[src/rtl/cnn_bus_loader.sv]
// Bus initiator for the CNN accelerator slave port: streams job words in, waits for the interrupt, reads results back.
// Optional: define CNN_BUS_LOADER_IRQ_CLEAR_EN to write 0 to IRQ_CLR_ADDR before the result reads.
module cnn_bus_loader #(
   parameter logic [31:0] RD_BASE        = 32'hD000_0000,
   parameter int          RD_LATENCY     = 1,
   parameter logic [19:0] TIMEOUT_CYCLES = 20'd1000000,
   parameter logic [31:0] IRQ_CLR_ADDR   = 32'h3000_0000
) (
   input  logic        clk,
   input  logic        rst,
   input  logic        start,
   input  logic [31:0] cfg_wr_base,
   input  logic [15:0] cfg_wr_words,
   input  logic [7:0]  cfg_rd_words,
   output logic        busy,
   output logic        done,
   output logic        timeout_err,
   input  logic [31:0] src_data,
   input  logic        src_valid,
   output logic        src_ready,
   output logic [31:0] res_data,
   output logic        res_valid,
   output logic [7:0]  res_index,
   output logic [31:0] awaddr,
   output logic        awvalid,
   output logic [31:0] wdata,
   output logic        wvalid,
   output logic [31:0] araddr,
   output logic        arvalid,
   input  logic [31:0] rdata,
   input  logic        interrupt_signal
);

   typedef enum logic [2:0] {
      S_IDLE,
      S_WRITE,
      S_WAIT,
`ifdef CNN_BUS_LOADER_IRQ_CLEAR_EN
      S_CLR,
`endif
      S_READ,
      S_DONE
   } state_t;

   state_t state, next, after_irq;

   logic [31:0] wr_base_q;
   logic [15:0] wr_words_q;
   logic [7:0]  rd_words_q;
   logic [15:0] wr_cnt;
   logic [7:0]  rd_cnt;
   logic [7:0]  cap_cnt;
   logic [19:0] timer;
   logic        start_acc;
   logic        wr_fire;
   logic        clr_cyc;
   logic        tmo_hit;

   logic [RD_LATENCY-1:0]      vld_p;
   logic [RD_LATENCY-1:0][7:0] idx_p;
   logic [RD_LATENCY:0]        vchain;
   logic [RD_LATENCY:0][7:0]   ichain;

`ifdef CNN_BUS_LOADER_IRQ_CLEAR_EN
   assign clr_cyc = (state == S_CLR);
`else
   assign clr_cyc = 1'b0;
`endif

   always_comb begin
      next      = state;
      src_ready = 1'b0;
      wr_fire   = 1'b0;
      arvalid   = 1'b0;
      tmo_hit   = 1'b0;
      after_irq = (rd_words_q == 8'd0) ? S_DONE : S_READ;
      case (state)
         S_IDLE: begin
            if (start) next = (cfg_wr_words == 16'd0) ? S_WAIT : S_WRITE;
         end
         S_WRITE: begin
            src_ready = 1'b1;
            wr_fire   = src_valid;
            if (src_valid && (wr_cnt == wr_words_q - 16'd1)) next = S_WAIT;
         end
         S_WAIT: begin
            if (interrupt_signal) begin
`ifdef CNN_BUS_LOADER_IRQ_CLEAR_EN
               next = S_CLR;
`else
               next = after_irq;
`endif
            end else if (timer == TIMEOUT_CYCLES - 20'd1) begin
               tmo_hit = 1'b1;
               next    = S_DONE;
            end
         end
`ifdef CNN_BUS_LOADER_IRQ_CLEAR_EN
         S_CLR: next = after_irq;
`endif
         S_READ: begin
            arvalid = (rd_cnt != rd_words_q);
            // Leave only after the final result has been presented.
            if (vld_p[RD_LATENCY-1] && (cap_cnt == rd_words_q - 8'd1)) next = S_DONE;
         end
         S_DONE:  next = S_IDLE;
         default: next = S_IDLE;
      endcase
   end

   assign start_acc = (state == S_IDLE) && start;
   assign busy      = (state != S_IDLE);
   assign done      = (state == S_DONE);
   assign awvalid   = wr_fire | clr_cyc;
   assign wvalid    = awvalid;
   assign awaddr    = clr_cyc ? IRQ_CLR_ADDR :
                      (wr_fire ? wr_base_q + {14'd0, wr_cnt, 2'b00} : 32'd0);
   assign wdata     = wr_fire ? src_data : 32'd0;
   // The accelerator decodes araddr without arvalid, so it must idle at zero.
   assign araddr    = arvalid ? RD_BASE + {22'd0, rd_cnt, 2'b00} : 32'd0;
   assign res_valid = vld_p[RD_LATENCY-1];
   assign res_index = idx_p[RD_LATENCY-1];
   assign vchain    = {vld_p, arvalid};
   assign ichain    = {idx_p, rd_cnt};

   always_ff @(posedge clk) begin
      if (start_acc) begin
         wr_base_q  <= cfg_wr_base;
         wr_words_q <= cfg_wr_words;
         rd_words_q <= cfg_rd_words;
      end
   end

   always_ff @(posedge clk) begin
      if (rst) begin
         state       <= S_IDLE;
         wr_cnt      <= '0;
         rd_cnt      <= '0;
         cap_cnt     <= '0;
         timer       <= '0;
         timeout_err <= 1'b0;
         vld_p       <= '0;
         idx_p       <= '0;
         res_data    <= '0;
      end else begin
         state <= next;
         timer <= (state == S_WAIT) ? timer + 20'd1 : 20'd0;
         if (wr_fire) wr_cnt <= wr_cnt + 16'd1;
         if (arvalid) rd_cnt <= rd_cnt + 8'd1;
         if (vld_p[RD_LATENCY-1]) cap_cnt <= cap_cnt + 8'd1;
         if (tmo_hit) timeout_err <= 1'b1;
         // Read return pipe: stage p[i] holds the read issued i+1 cycles ago.
         vld_p <= vchain[RD_LATENCY-1:0];
         for (int i = 0; i < RD_LATENCY; i++) begin
            if (vchain[i]) idx_p[i] <= ichain[i];
         end
         if (vchain[RD_LATENCY-1]) res_data <= rdata;
         if (start_acc) begin
            wr_cnt      <= '0;
            rd_cnt      <= '0;
            cap_cnt     <= '0;
            timeout_err <= 1'b0;
            idx_p       <= '0;
         end
      end
   end

endmodule

[config.mk]
export PLATFORM = sky130hd
export DESIGN_NAME = cnn_bus_loader
export DESIGN_NICKNAME = d
export VERILOG_FILES = /design/src/rtl/cnn_bus_loader.sv
export SDC_FILE = /design/constraint.sdc
export NUM_CORES = 1
export LEC_CHECK = 0
export CORE_UTILIZATION = 47
export CTS_BUF_LIST = sky130_fd_sc_hd__clkbuf_16
export DETAILED_ROUTE_END_ITERATION = 6
export GPL_TIMING_DRIVEN = 0
export PLACE_DENSITY = 0.88
export SLEW_MARGIN = 20
export SYNTH_ARGS = -nofsm -noshare
export SYNTH_HDL_FRONTEND = slang
export SYNTH_SLANG_ARGS = --single-unit
[constraint.sdc]
create_clock -name clk -period 3.42 [get_ports clk]
set_input_delay 0.513 -clock clk [delete_from_list [all_inputs] [get_ports clk]]
set_output_delay 0.513 -clock clk [all_outputs]
set_load 0.01 [all_outputs]
==> flow_metrics.tcl, run 1 <==
set metrics [dict create \
    fin_worst_skew_ns 0.009864 \
    synth_top_cell_by_area "dfxtp_1" \
    synth_ff_type "dfxtp_1" \
    synth_area_per_cell_um2 9.521 \
    drc 0 \
    cap_viol_max_count 0 \
    syn_area_mm2 0.008159 \
    outcome "finished with violations" \
    path_class "reg -> out" \
    setup_viol_count_final 7 \
    endpoint_kind "primary output" \
    cellPowerDensity_mw_per_mm2 514.1 \
    crit_fanout 3 \
    n_fill_cell 1209 \
    final_cell_mix "clkdlybuf4s50_1, nor2_1, dfxtp_1" \
    wl_met1_um 9200 \
    clockRootBuffer "clkbuf_16" \
    gp_congestion 0.8812 \
    total_power_mw 6.145 \
    clk_latency_ns 0.44 \
    cts_buffers 17 \
    tightest_slew_ns 0.7682 \
    grt_pass1_vias 7268 \
    netlist_instances 857 \
    io_buffers 247 \
    wl_um 23330 \
    ant_nets 0 \
    antenna_found_initial 0 \
    routed.top_layer "met4" \
    route.met2.wl_um 11930 \
    drtIter0Drc 489 \
    ff_latch_area_mm2 0.003633 \
    synth_top_area_share_pct 23.80 \
    holdBufCountCts 0 \
    die_w_um 133.8 \
    fin_crit_sh_pct 107.0 \
    cts_sinks 153 \
    required_ns 2.91 \
    fin_cells 1405 \
    finalMaxSlewViolations 0 \
    violations "negative setup slack" \
    min_path_type "reg -> reg" \
    rsz0062_at_grt "true" \
    cts_buffer_depth 2 \
    io_pins 269 \
    grt_pass1_wl_um 35090 \
    ys_top_cells_by_area "dfxtp_1, edfxtp_1, nor2_1" \
    wl_met3_um 1590 \
    multi_input_area_mm2 0.004397 \
    cellLeakagePower_nw 4.602 \
    place_area_mm2 0.01098 \
    dr.pass1.iters 5 \
    synth.distinct_cells 75 \
    mostFrequentLayoutCell "clkdlybuf4s50_1" \
    relSlewSlack_pct 48.79 \
    crit_arrival_ns 3.15 \
    dpl.hpwl_um 16220 \
    fmax_ghz 0.2734 \
    vias 7465 \
    synthArstFlopShare_pct 0 \
    grt_max_degree 58 \
    nNetsFinal 1320 \
    area_delta_synth_final_pct 46.48 \
    yosysWarnings 0 \
    fp.dieH_um 133.8 \
    grt_overflow 0 \
    setup_slack_ns -0.2380 \
    rrSetupSlack_ns 0.63 \
    dieArea_mm2 0.01789 \
    rows 47 \
    timing.hold.ws_ns 0.4608 \
    htree_num_levels 4 \
    synth-seq-cells 153 \
    clk_pin_slew_worst_paths_ns 0.07 \
    peakVddDrop_v 0.0003657 \
    wl_per_cell_um 16.60 \
    yosysSeqAreaShare_pct 44.41 \
    track_usage_pct 24.82 \
    min_period_ns 3.658 \
    hold_viol_final 0 \
    via_per_inst 5.313 \
    core_area_mm2 0.01676 \
    stdcell_area_mm2 0.01195 \
    initial_core_util_pct 48.68 \
    antenna_cells 0 \
    crit_path_start_kind "flip-flop" \
    place_inst 1344 \
    drive_above_1_share_pct 14.18 \
    cts_tree "built" \
    synth_edf_count 56 \
]
## sequential cells by signal, summed over array words and instances, names as in the netlist
signal and count:
rd_cnt 8, res_data 32, timeout_err 1, wr_base_q 32
state 3, wr_cnt 16, res_valid 1, cap_cnt 8
res_index 8, wr_words_q 16, timer 20, rd_words_q 8
## Yosys cell counts (2+ instances only)
master,instances
o211ai_1,6
or3_1,17
a21boi_1,2
clkbuf_1,28
a21o_1,8
a211oi_1,7
nor3_2,3
nor2b_1,4
mux2i_1,43
xnor2_1,37
o2111ai_1,2
dfxtp_1,97
buf_4,25
a31oi_1,7
o21ai_0,22
nand2_1,52
edfxtp_1,56
and2_1,13
nor3b_1,2
xor2_1,51
buf_2,5
and3_1,46
o21ai_1,2
nor4b_1,2
inv_1,12
or2_2,3
o21a_1,10
a21oi_1,27
nand3_1,26
nor4_1,9
ha_1,22
nor3_1,16
nand2b_1,7
nand3b_1,2
nor2_1,124
nand4_1,23
## path summary, 6_finish.rpt
kind,cells after the start,endpoint,startpoint
setup / recovery,12,awaddr[22],wr_base_q[2]$_DFFE_PP_
hold / removal,1,timer[0]$_SDFF_PP0_,timer[0]$_SDFF_PP0_
setup reg to reg,6,res_index[7]$_SDFFE_PP0P_,state[0]$_SDFFE_PP0P_
hold reg to reg,1,timer[0]$_SDFF_PP0_,timer[0]$_SDFF_PP0_
## critical path, cell delays in order (launching register included)
cell,delay [ns]
edfxtp_1,0.42
ha_4,0.19
fa_2,0.34
a211o_1,0.26
o211ai_1,0.16
a211oi_2,0.16
o32ai_2,0.38
buf_4,0.19
buf_6,0.09
o21ai_2,0.06
a31oi_1,0.20
a41o_1,0.13
buf_2,0.13
## final cells by class
cell class	instances	share of cell area [%]
well taps	220	2.303
inverters	13	0.4083
flip-flops and latches	153	30.40
plain buffers	58	2.827
clock buffers	19	3.978
clock inverters	13	0.9946
multi-input cells	650	36.79
repair buffers	279	22.30
## logic make-up after synthesis
logic type	count (synthesis)	synth area share (%)
and+or+nand+nor	362	22.82
DFF	153	44.41
AOI/OAI and AO/OA	111	9.293
xor gates and xnor gates	88	9.446
buffers and inverters	74	4.769
muxes	45	5.597
adders and majority gates	23	3.619
other	1	0.04596
## report_power, final
group	switching (mW)	internal, mW	leakage (nW)	total [mW]
Sequential	0.216	2.18	1.32	2.39
Combinational	0.962	0.888	2.99	1.85
Clock	0.853	1.05	0.294	1.90
Total	2.03	4.11	4.60	6.14
## metrics by stage
stage	TNS (ns)	worst slack (ns)	util (%)
final	-1.377	-0.2380	71.31
after global routing	-2.857	-0.3743	71.31
after CTS	-0.9969	-0.1807	70.80
after detailed placement	-3.421	-0.3402	65.54
after global placement	-36.54	-0.9297	65.52
after floorplan	0	0.4289	-
## repair_timing
| action | 4_1_cts | 5_1_grt |
|---|---|---|
| endpoints found under the setup margin | 37 | 29 |
| hold endpoints to repair | 0 | 0 |
| setup buffers | 23 | 8 |
| gates cloned | 1 | 0 |
| resized for setup | 83 | 36 |
| pin swaps | 16 | 17 |
## routing by layer
metal,vias up,track usage [%]
li1,3632,-
met1,3524,27.84
met2,269,44.53
met3,40,7.192
met4,0,8.586
met5,-,0
No activity file was read; power rests on OpenSTA's default activity.
==> run 2: changes to the inputs <==
- CORE_UTILIZATION: 47 -> 30
- PLACE_DENSITY: 0.88 -> 0.62
==> flow_metrics.tcl, run 2 (synthesized netlist as in run 1, its figures left out) <==
set metrics [dict create \
    utilization_pct 45.90 \
    via_per_inst 4.693 \
    top_regs "res_data: 32 flops, wr_base_q: 32 flops, timer: 20 flops" \
    cts_tree "built" \
    gp_congestion 0.8771 \
    place_inst 1460 \
    total_power_mw 6.175 \
    grt_pass1_wl_um 35710 \
    relSlewSlack_pct 54.56 \
    drtIter0Drc 328 \
    place_area_mm2 0.01116 \
    fin_cells 1510 \
    track_usage_pct 16.19 \
    min_delay_path_depth 1 \
    crit_arrival_ns 3.02 \
    clockRootBuffer "clkbuf_16" \
    fin_worst_skew_ns 0.01135 \
    dieArea_mm2 0.02786 \
    fin_crit_sh_pct 103.4 \
    setup_viol_count_final 7 \
    clk_latency_ns 0.43 \
    crit_fanout 7 \
    nNetsFinal 1309 \
    ant_nets 0 \
    antenna_found_initial 2 \
    violations "negative setup slack" \
    drc 0 \
    finalMaxSlewViolations 0 \
    setup_slack_ns -0.1178 \
    fmax_ghz 0.2827 \
    dpl.hpwl_um 16980 \
    htree_num_levels 4 \
    grt_overflow 0 \
    cap_viol_max_count 0 \
    rsz0062_at_grt "true" \
    required_ns 2.91 \
    path_class "reg -> out" \
    holdPathEnd "timer[0]$_SDFF_PP0_" \
    mostFrequentLayoutCell "clkdlybuf4s50_1" \
    hold_viol_final 0 \
    cts_sinks 153 \
    die_w_um 166.9 \
    grt_pass1_vias 6959 \
    min_period_ns 3.538 \
    r2r_end "state[0]$_SDFFE_PP0P_" \
    worstRegToRegCells 9 \
    fp.dieH_um 166.9 \
    io_buffers 247 \
    initial_core_util_pct 30.96 \
    cts_buffers 17 \
    setup_tns_ns -0.5099 \
    timing.hold.ws_ns 0.4509 \
    crit_path_start_kind "flip-flop" \
    tightest_slew_ns 0.6817 \
    dr.pass1.iters 4 \
    clk_pin_slew_worst_paths_ns 0.07 \
    wl_um 22820 \
    area_delta_synth_final_pct 48.26 \
    outcome "finished with violations" \
    stdcell_area_mm2 0.01210 \
    rrSetupSlack_ns 0.79 \
    peakVddDrop_v 0.0003237 \
    io_pins 269 \
    rows 59 \
    final_cell_mix "clkdlybuf4s50_1, nor2_1, dfxtp_1" \
    cts_buffer_depth 2 \
    endpoint_kind "primary output" \
    holdBufCountCts 0 \
    cellLeakagePower_nw 4.586 \
    place_ws_ns -0.4250 \
    grt_max_degree 49 \
    drive_above_1_share_pct 13.97 \
    core_area_mm2 0.02635 \
    min_path_type "reg -> reg" \
    cellPowerDensity_mw_per_mm2 510.5 \
    hp-start "timer[0]$_SDFF_PP0_" \
    r2r-start "wr_words_q[0]$_DFFE_PP_" \
    wl_per_cell_um 15.11 \
    vias 7086 \
]
## run 2: cell types whose count changed in the layout (fill, tap and decap cells not counted), sizes merged
cell / change
buf: -7
dlygate4sd2: -4
inv: -2
bufinv: +1
clkbuf: -1
clkinvlp: +1
diode: +1
dlymetal6s2s: +1
## run 2: per-layer routing
| metal | track usage (%) | wire [um] | part of all wire [%] | vias to the layer above |
|---|---|---|---|---|
| met5 | 0 | 9 | 0.039 | - |
| met1 | 18.98 | 9826 | 43 | 3257 |
| met4 | 4.026 | 221 | 0.97 | 2 |
| met3 | 5.537 | 1644 | 7.2 | 16 |
| met2 | 28.12 | 11120 | 49 | 197 |
| li1 | - | - | - | 3614 |
## run 2: critical path, cell delays in order, from the launching register on
cell	delay [ns]
edfxtp_1	0.41
ha_4	0.19
fa_2	0.40
a211o_1	0.27
o211ai_1	0.14
a211oi_2	0.16
o32ai_4	0.29
buf_4	0.17
o21a_4	0.17
o21ai_1	0.07
a21oi_1	0.16
buf_2	0.16
## run 2: how the worst max path moves through the flow
stage	cells past startpoint	slack [ns]	from	to
after global placement	6	-1.14	start	timeout_err$_SDFFE_PP0P_
after global routing	11	-0.24	wr_base_q[2]$_DFFE_PP_	awaddr[26]
after detailed placement	10	-0.43	wr_cnt[0]$_SDFFE_PP0P_	awaddr[24]
after floorplan	9	0.43	wr_base_q[2]$_DFFE_PP_	awaddr[26]
final	11	-0.12	wr_base_q[2]$_DFFE_PP_	awaddr[26]
after CTS	11	-0.15	wr_base_q[2]$_DFFE_PP_	awaddr[26]
## run 2: layout make-up
class | instances | area (um^2)
diodes | 1 | 2.502
fillers | 2482 | 14260
multi-input cells | 650 | 4448
inverters | 13 | 48.80
flip-flops and latches | 153 | 3638
clock buffers | 19 | 475.5
clock inverters | 13 | 130.1
plain buffers | 58 | 341.6
repair buffers | 268 | 2592
well taps | 335 | 419.2
## run 2: repair_timing
action / in CTS / in global routing
pin swaps: 13 / 14
endpoints found under the setup margin: 38 / 35
hold endpoints to repair: 0 / 0
setup buffers: 17 / 3
resized for setup: 98 / 47
## run 2: power breakdown
| group | leakage (nW) | total (mW) | internal [mW] | switching [mW] |
|---|---|---|---|---|
| clock | 0.295 | 1.94 | 1.11 | 0.834 |
| sequential | 1.32 | 2.40 | 2.17 | 0.226 |
| combinational | 2.97 | 1.84 | 0.899 | 0.938 |
==> run 3: changes to the inputs <==
- PLACE_DENSITY: 0.62 -> 0.64
- clock period: 3.42 -> 3 ns (I/O delays scaled with it)
==> flow_metrics.tcl, run 3 (synthesized netlist as in run 1, its figures left out) <==
set metrics [dict create \
    antenna_found_initial 3 \
    grt_pass1_wl_um 37000 \
    grt.met3_usage_pct 5.347 \
    min_path_type "reg -> reg" \
    fin_worst_skew_ns 0.01457 \
    crit_path_start_kind "flip-flop" \
    drtIter0Drc 367 \
    mostFrequentLayoutCell "clkdlybuf4s50_1" \
    via_per_inst 4.759 \
    grt_pass1_vias 7102 \
    cellPowerDensity_mw_per_mm2 578.4 \
    cts_tree "built" \
    cts_sinks 153 \
    endpoint_kind "primary output" \
    r2r-start "wr_words_q[0]$_DFFE_PP_" \
    multi_input_area_mm2 0.004582 \
    worstSetupEndpoint "awaddr[30]" \
    tightest_slew_ns 0.7376 \
    core_area_mm2 0.02635 \
    dr.pass1.iters 5 \
    rsz0062_at_grt "true" \
    nNetsFinal 1327 \
    hold_viol_final 0 \
    use_met1_pct 19.55 \
    drc 0 \
    violations "negative setup slack" \
    cap_viol_max_count 0 \
    crit_start "wr_base_q[2]$_DFFE_PP_" \
    antenna_cells 0 \
    initial_core_util_pct 30.96 \
    clockRootBuffer "clkbuf_16" \
    cts_buffer_depth 2 \
    r2r_end "state[0]$_SDFFE_PP0P_" \
    dpl.hpwl_um 17190 \
    final_cell_mix "clkdlybuf4s50_1, nor2_1, dfxtp_1" \
    crit_arrival_ns 3.03 \
    n_fill_cell 2481 \
    finalMaxSlewViolations 0 \
    ff_latch_area_mm2 0.003637 \
    setup_viol_count_final 23 \
    required_ns 2.55 \
    min_period_ns 3.476 \
    utilization_pct 46.84 \
    cellLeakagePower_nw 4.761 \
    io_buffers 247 \
    top_regs "res_data: 32 flops, wr_base_q: 32 flops, timer: 20 flops" \
    area_delta_synth_final_pct 51.28 \
    cts_buffers 17 \
    htree_num_levels 4 \
    clk_latency_ns 0.43 \
    die_w_um 166.9 \
    peakVddDrop_v 0.0003970 \
    io_pins 269 \
    vias 7267 \
    crit_fanout 4 \
    place_ws_ns -0.7845 \
    track_usage_pct 16.80 \
    rrSetupSlack_ns 0.34 \
    fin_crit_sh_pct 115.9 \
    grt_overflow 0 \
    worstRegToRegCells 9 \
    grt-busiest-layer "met2" \
    setup_slack_ns -0.4758 \
    wl_um 23860 \
    fp.dieH_um 166.9 \
    grt_use_met2_pct 29.31 \
    ant_nets 0 \
    path_class "reg -> out" \
    holdBufCountCts 0 \
    grt_max_degree 49 \
    gp_congestion 0.8566 \
    dieArea_mm2 0.02786 \
    wl_per_cell_um 15.63 \
    rows 59 \
    fmax_ghz 0.2877 \
    drive_above_1_share_pct 17.87 \
    relSlewSlack_pct 50.83 \
    outcome "finished with violations" \
    clk_pin_slew_worst_paths_ns 0.07 \
]
-- run 3: cell count changes in the layout (fill, tap and decap cells not counted), moves of 3 or more --
cell | previous run | this run
buf_4 | 40 | 54
buf_2 | 17 | 29
clkdlybuf4s50_1 | 224 | 213
buf_6 | 7 | 13
dlygate4sd2_1 | 0 | 5
clkbuf_2 | 7 | 3
o21ai_2 | 3 | 7
inv_8 | 1 | 4
o21ai_1 | 6 | 3
-- run 3: repair_timing --
item / in CTS / in global routing
cloned: 1 / 0
pin swaps: 25 / 24
resized for setup: 172 / 44
buffers inserted: 29 / 11
endpoints found under the setup margin: 52 / 51
-- run 3: how the worst min path moves through the flow --
stage,start,endpoint,depth (start not counted)
2_1_floorplan,timer[0]$_SDFF_PP0_,timer[0]$_SDFF_PP0_,1
3_3_place_gp,timer[0]$_SDFF_PP0_,timer[0]$_SDFF_PP0_,1
3_5_place_dp,timer[0]$_SDFF_PP0_,timer[0]$_SDFF_PP0_,1
4_1_cts,timer[0]$_SDFF_PP0_,timer[0]$_SDFF_PP0_,1
5_1_grt,timer[0]$_SDFF_PP0_,timer[0]$_SDFF_PP0_,1
6_report,timer[0]$_SDFF_PP0_,timer[0]$_SDFF_PP0_,1
-- run 3: final cells by class --
cell class                 instances  area share [%]
multi-input combinational        650           37.12
sequential                       153           29.47
timing repair buffer             287           21.95
clock buffer                      18           3.649
tap                              335           3.396
buffer                            57           2.838
clock inverter                    14           1.186
inverter                          13          0.3953
-- run 3: critical path: stages (launching register included) --
cell      delay, ns
edfxtp_1       0.41
ha_4           0.19
fa_2           0.40
a211o_1        0.27
o211ai_1       0.15
a211oi_2       0.17
o32ai_4        0.32
buf_4          0.18
and3_4         0.19
nand2_1        0.08
o221ai_1       0.08
buf_2          0.17
-- run 3: per-stage QoR --
| stage | cell area, um^2 | setup TNS [ns] | total power, mW | std cells | hold WS (ns) |
|---|---|---|---|---|---|
| after floorplan | 8234 | 0 | 3.860 | 877 | 0.4175 |
| after global placement | 11130 | -87.58 | 4.769 | 1459 | 0.4301 |
| after detailed placement | 11160 | -13.07 | 4.812 | 1460 | 0.4408 |
| after CTS | 12140 | -6.312 | 7.125 | 1518 | 0.4519 |
| after global routing | 12340 | -10.44 | 7.497 | 1527 | 0.4841 |
| final | 12340 | -7.528 | 7.139 | 1527 | 0.4495 |
-- run 3: layer usage --
metal	up-vias	wire length, um
li1	3643	-
met3	25	1719
met5	-	37
met2	219	11800
met1	3374	10030
met4	6	275
-- run 3: power by group --
group          leakage, nW  switching, mW  internal (mW)  total [mW]
registers             1.32          0.257           2.48        2.74
logic                 3.14           1.12           1.07        2.19
clock network        0.301          0.982           1.23        2.21
total                 4.76           2.36           4.78        7.14
